<file path="src/rtl/cmp_pkg.sv">
// Shared compare-unit definitions.
// Op encodings, default widths and the op-to-result select.
package cmp_pkg;

    localparam int CMP_WIDTH = 64;
    localparam int CMP_TAG_W = 5;

    typedef enum logic [2:0] {
        OP_EQ  = 3'd0,
        OP_NE  = 3'd1,
        OP_LT  = 3'd2,
        OP_GE  = 3'd3,
        OP_LTU = 3'd4,
        OP_GEU = 3'd5
    } cmp_op_e;

    typedef struct packed {
        logic eq;
        logic lt;
        logic ltu;
    } cmp_flags_t;

    // Reserved encodings (6, 7) resolve to 0.
    function automatic logic op_result(
        input logic [2:0] op,
        input cmp_flags_t f
    );
        logic r;
        r = 1'b0;
        case (op)
            OP_EQ:   r = f.eq;
            OP_NE:   r = ~f.eq;
            OP_LT:   r = f.lt;
            OP_GE:   r = ~f.lt;
            OP_LTU:  r = f.ltu;
            OP_GEU:  r = ~f.ltu;
            default: r = 1'b0;
        endcase
        return r;
    endfunction

endpackage

</file>
<file path="src/rtl/comparator_flags.sv">
// Compare flags from a registered a-b.
// Ports: diff (WIDTH+1, msb = borrow), a_sign, b_sign -> flags {eq, lt, ltu}.
module comparator_flags
    import cmp_pkg::*;
#(
    parameter int WIDTH = CMP_WIDTH
) (
    input  logic [WIDTH:0] diff,
    input  logic           a_sign,
    input  logic           b_sign,
    output cmp_flags_t     flags
);

    logic diff_sign;

    assign diff_sign = diff[WIDTH-1];

    assign flags.eq  = (diff[WIDTH-1:0] == '0);
    assign flags.ltu = diff[WIDTH];
    // Differing signs decide directly; equal signs cannot overflow.
    assign flags.lt  = (a_sign & ~b_sign)
                     | (~(a_sign ^ b_sign) & diff_sign);

endmodule

</file>
<file path="src/rtl/comparator_pipe.sv">
// Two-stage pipelined integer comparator with valid/ready flow.
// Ports: clk, reset; in_valid/in_ready, a, b, op, tag_in, flush;
//        out_valid/out_ready, result, eq, lt, ltu, tag_out.
module comparator_pipe
    import cmp_pkg::*;
#(
    parameter int WIDTH = CMP_WIDTH,
    parameter int TAG_W = CMP_TAG_W
) (
    input  logic             clk,
    input  logic             reset,
    input  logic             in_valid,
    output logic             in_ready,
    input  logic [WIDTH-1:0] a,
    input  logic [WIDTH-1:0] b,
    input  logic [2:0]       op,
    input  logic [TAG_W-1:0] tag_in,
    input  logic             flush,
    output logic             out_valid,
    input  logic             out_ready,
    output logic             result,
    output logic             eq,
    output logic             lt,
    output logic             ltu,
    output logic [TAG_W-1:0] tag_out
);

    typedef struct packed {
        logic [WIDTH:0]   diff;
        logic             a_sign;
        logic             b_sign;
        logic [2:0]       op;
        logic [TAG_W-1:0] tag;
    } s1_t;

    typedef struct packed {
        cmp_flags_t       flags;
        logic             result;
        logic [2:0]       op;
        logic [TAG_W-1:0] tag;
    } s2_t;

    s1_t        s1_q;
    s1_t        s1_d;
    s2_t        s2_q;
    s2_t        s2_d;
    logic       s1_valid;
    logic       s2_valid;
    logic       s2_load;
    logic       s1_adv;
    logic       s1_load;
    logic       accept;
    cmp_flags_t flags;
    logic       s2_op_unused;

    assign s2_load  = ~s2_valid | out_ready;
    assign s1_adv   = s1_valid & s2_load;
    assign s1_load  = ~s1_valid | s1_adv;
    assign in_ready = ~flush & s1_load;
    assign accept   = in_valid & in_ready;

    always_comb begin
        s1_d        = '0;
        s1_d.diff   = {1'b0, a} - {1'b0, b};
        s1_d.a_sign = a[WIDTH-1];
        s1_d.b_sign = b[WIDTH-1];
        s1_d.op     = op;
        s1_d.tag    = tag_in;
    end

    comparator_flags #(
        .WIDTH (WIDTH)
    ) u_flags (
        .diff   (s1_q.diff),
        .a_sign (s1_q.a_sign),
        .b_sign (s1_q.b_sign),
        .flags  (flags)
    );

    always_comb begin
        s2_d        = '0;
        s2_d.flags  = flags;
        s2_d.result = op_result(s1_q.op, flags);
        s2_d.op     = s1_q.op;
        s2_d.tag    = s1_q.tag;
    end

    always_ff @(posedge clk or posedge reset) begin
        if (reset) begin
            s1_valid <= 1'b0;
            s2_valid <= 1'b0;
            s1_q     <= '0;
            s2_q     <= '0;
        end else if (flush) begin
            s1_valid <= 1'b0;
            s2_valid <= 1'b0;
        end else begin
            if (s2_load) s2_valid <= s1_valid;
            if (s1_load) s1_valid <= in_valid;
            if (accept)  s1_q     <= s1_d;
            if (s1_adv)  s2_q     <= s2_d;
        end
    end

    // Latched op is kept for debug visibility only.
    assign s2_op_unused = ^s2_q.op;

    assign out_valid = s2_valid;
    assign result    = s2_q.result;
    assign eq        = s2_q.flags.eq;
    assign lt        = s2_q.flags.lt;
    assign ltu       = s2_q.flags.ltu;
    assign tag_out   = s2_q.tag;

endmodule
</file>
<file path="config.mk">
export PLATFORM = sky130hd
export DESIGN_NAME = comparator_pipe
export DESIGN_NICKNAME = d
export VERILOG_FILES = /design/src/rtl/cmp_pkg.sv /design/src/rtl/comparator_flags.sv /design/src/rtl/comparator_pipe.sv
export SDC_FILE = /design/constraint.sdc
export NUM_CORES = 1
export LEC_CHECK = 0
export BUFFER_PORTS_ARGS = -buffer_cell sky130_fd_sc_hd__buf_2
export CELL_PAD_IN_SITES_DETAIL_PLACEMENT = 1
export CELL_PAD_IN_SITES_GLOBAL_PLACEMENT = 1
export CORE_MARGIN = 3
export CORE_UTILIZATION = 41
export DETAILED_ROUTE_END_ITERATION = 16
export GPL_TIMING_DRIVEN = 0
export PLACE_DENSITY = 0.79
export SLEW_MARGIN = 40
export SYNTH_ARGS = -nofsm -noshare
export SYNTH_HDL_FRONTEND = slang
export SYNTH_SLANG_ARGS = --single-unit
export TNS_END_PERCENT = 10
</file>
<file path="constraint.sdc">
create_clock -name clk -period 3.8 [get_ports clk]
set_clock_uncertainty 0.15 [all_clocks]
set_input_delay 0.57 -clock clk [delete_from_list [all_inputs] [get_ports clk]]
set_output_delay 0.57 -clock clk [all_outputs]
set_load 0.02 [all_outputs]
</file>
==> flow_summary.yaml <==
setup_path:
  rrSetupSlack_ns: 1.29
  critical_path.slowest_cell: "a221o_1"
  cp-start-kind: "input port"
  worstPathCellList: "buf_2 -> inv_1 -> ha_1 -> fa_1 -> and2b_1 -> o31a_1 -> o211a_1 -> o21ai_1 -> a21oi_2 -> o21ai_1 -> a21oi_1 -> a21oi_1 -> o211ai_1 -> a221o_1"
  cp-end-kind: "flip-flop"
  critPathKind: "in2reg"
  critPathTopFamily: "compound AO/OA/AOI/OAI gates"
  data_arrival_time_at_the_worst_slack_endpoint_ns: 3.73
  rr_endpoint: "s1_q[68]$_DFFE_PP0P_"
  critPathRequiredTime_ns: 3.87
  timing.critical_path.buf_inv: 2
  worstRegToRegCells: 7
  longest_individual_stage_delay_on_the_worst_path_ns: 0.35
  crit_fanout: 3
  worstReg2RegStart: "out_valid$_DFFE_PP0P_"
place:
  place.gp.congestion: 0.8549
  port_buffers: 151
  detailedPlacementHpwl_um: 17760
power:
  p_leak_nw: 4.382
  power.ir.vdd_worst_mv: 0.2755
  power_density_nw_per_um2: 379.9
  finalPower_w: 0.003330
worst_hold_path:
  class_of_the_tightest_hold_or_removal_check: "in2async"
die:
  die_area_sq_um: 19570
  vert_die_dim_um: 139.9
  top_level_ports: 152
  floorplan.die.width_um: 139.9
  placementRows: 48
  initial_core_util_pct: 42.20
  floorplan.core_area_sq_um: 17420
logic_synthesis:
  synth.avg_cell_area_sq_um: 7.903
  synth_sequential_area_ratio_pct: 29.28
  ys_ff_latch: 86
  synth_cell_type_count: 73
  synthArstFlopShare_pct: 100.0
  synth.top_cells.by_count: "142 x nand2_1, 90 x o21ai_0, 86 x dfrtp_1, 79 x inv_1, 71 x a21oi_1"
  synthesis.instances: 930
  postSynthNetCount: 1137
  post-synth-top-count-cell: "nand2_1"
  synth_top_cell_area_share_pct: 29.28
  post_synth_instance_area_sq_um: 7350
  synth_ff_type: "dfrtp_1"
  synth_edf_count: 0
  number_of_warnings_printed_during_yosys_synthesis: 0
  synth_largest_area_cell: "dfrtp_1"
  ys_top_cells_by_area: "dfrtp_1 29%, ha_1 11%, nand2_1 7.3%"
timing:
  timing.final.crit_period_ns: 3.662
  setup_viol: 0
  clock.fmax_mhz: 273.1
  grt_setup_unrepaired: "true"
  final.period_utilization_pct: 96.37
  slew_worst_pin_ns: 0.6220
  timing.final.hold_violations: 0
  whs_ns: 0.04092
  max_slew_margin_pct: 58.10
  final-max-slew-violation-count: 0
drt:
  antenna_left: 0
  routed_vias: 7387
  initialDrtViolationCount: 278
  route.detailed.vias_per_inst: 5.588
  wire_per_inst_um: 16.70
  1st_pass_router_iterations: 5
  wl_um: 22080
  detail_route.drc_violations: 0
cts:
  ctsLongestPathBuffers: 2
  cts.reportedPaths.clkPinSlew_ns: 0.07
  ctsRootBufferMaster: "clkbuf_16"
  cts_inserted_buffers: 9
  htree_levels: 3
  tritoncts_clock_tree: "done"
  clock_latency_ns: 0.33
  cts.sinks: 86
run:
  timing.max_cap.violations: 0
final_layout:
  nets: 1300
  layout_cells_sized_above_1_pct: 18.96
  layout_overhead_on_the_synthesized_area_pct: 19.27
  diode_count: 0
  post-route-util_pct: 50.33
global_routing:
  grt.total_usage_pct: 22.14
  globalRoute.busiestLayer: "met2"
  antenna_found_initial: 0
  met2_usage_pct: 38.90
  maximum_number_of_pins_on_one_net_before_global_route_repair: 62
  met3_usage_pct: 2.818
  grtUsageMet1_pct: 29.32
  grt_first_pass_wirelength_um: 36610
  number_of_global_route_vias_before_repair: 7605
  overflow: 0
status:
  run_status: "finished, final reports clean"
-- final cells by class --
class                   count  area, sq um
fillers                  2221         8651
multi-input cells         721         4737
flip-flops and latches     86         2152
repair buffers            152        783.3
inverters                  79        301.5
well taps                 225        281.5
clock buffers               9        225.2
plain buffers              44        191.4
clock inverters             6        93.84
-- state kept, by name, indices dropped and copies added (netlist names) --
signal,flops
eq,1
tag_out,5
result,1
s1_valid,1
out_valid,1
lt,1
ltu,1
s1_q,75
-- metal layers --
metal	up-vias	wire [um]	share of wire [%]
met5	-	0	0
met4	0	378	1.7
met3	26	903	4.1
met2	161	10680	48
met1	3565	10110	46
li1	3635	-	-
-- cell usage in the layout, fill, tap and decap left out, types with 3 or more instances in the layout --
cell type  Yosys  routed
inv_1         79      78
and3_1         8       8
nand2b_1       4       4
clkbuf_16      0       9
o31a_1         3       3
o211ai_1       7       7
o21a_1         4       4
nor2_1        37      37
a21oi_1       71      70
nor2b_1       10      10
or3_1          7       7
a31oi_1        9       9
dfrtp_1       86      86
o21ai_0       90      89
nor3_1         7       7
o21ai_1        5       6
o21bai_1      15      14
xnor2_1       30      30
nand2_1      142     142
and2_1         7       7
a41oi_1        3       3
buf_4          3       3
mux2_2         8       8
ha_1          65      65
buf_1          4       4
a211o_1        3       3
nand3_1       26      26
a21o_1        38      38
buf_2         11     162
clkbuf_1      25      25
inv_6          0       3
nand4_1       15      15
xor2_1        26      26
a211oi_1      11      10
nor4_1        20      20
-- logic make-up after synthesis --
family / Yosys count / synth area share (%)
XOR/XNOR: 56 / 6.673
adder cells (fa/ha/maj): 66 / 11.34
AND/OR/NAND/NOR: 294 / 18.66
buffers and inverters: 123 / 6.639
AO/OA/AOI/OAI: 296 / 26.05
flip-flops: 86 / 29.28
multiplexers: 9 / 1.362
-- metrics by stage --
| stage | instance area [sq um] | worst slack (ns) | setup TNS, ns | instances |
|---|---|---|---|---|
| floorplan | 7350 | 0.4100 | 0 | 930 |
| global placement | 8387 | -0.2428 | -15.65 | 1306 |
| detailed placement | 8419 | -0.2726 | -1.307 | 1307 |
| CTS | 8750 | 0.02133 | 0 | 1322 |
| global route | 8766 | -0.004563 | -0.004563 | 1322 |
| finish | 8766 | 0.1379 | 0 | 1322 |
-- power breakdown --
| group | switching [W] | internal [W] | total (W) |
|---|---|---|---|
| clock network | 0.000378 | 0.000578 | 0.000956 |
| registers | 0.000117 | 0.00111 | 0.00122 |
| logic | 0.000682 | 0.000468 | 0.00115 |
-- timing repair --
| action | 4_1_cts | 5_1_grt |
|---|---|---|
| buffers inserted | 0 | 0 |
| hold buffers | 0 | 0 |
| resized for setup | 2 | 4 |
| pin swaps | 0 | 1 |
| endpoints found under the setup margin | 2 | 6 |
-- how the worst max path moves through the flow --
| stage | startpoint | to | slack [ns] | cells past startpoint |
|---|---|---|---|---|
| after floorplan | a[0] | s1_q[70]$_DFFE_PP0P_ | 0.41 | 13 |
| after global placement | a[0] | s1_q[72]$_DFFE_PP0P_ | -0.24 | 14 |
| after detailed placement | a[0] | s1_q[72]$_DFFE_PP0P_ | -0.27 | 14 |
| after CTS | a[0] | s1_q[70]$_DFFE_PP0P_ | 0.02 | 14 |
| after global routing | a[0] | s1_q[72]$_DFFE_PP0P_ | -0.005 | 14 |
| final | a[0] | s1_q[72]$_DFFE_PP0P_ | 0.14 | 14 |
(Power assumes the default switching activity.)
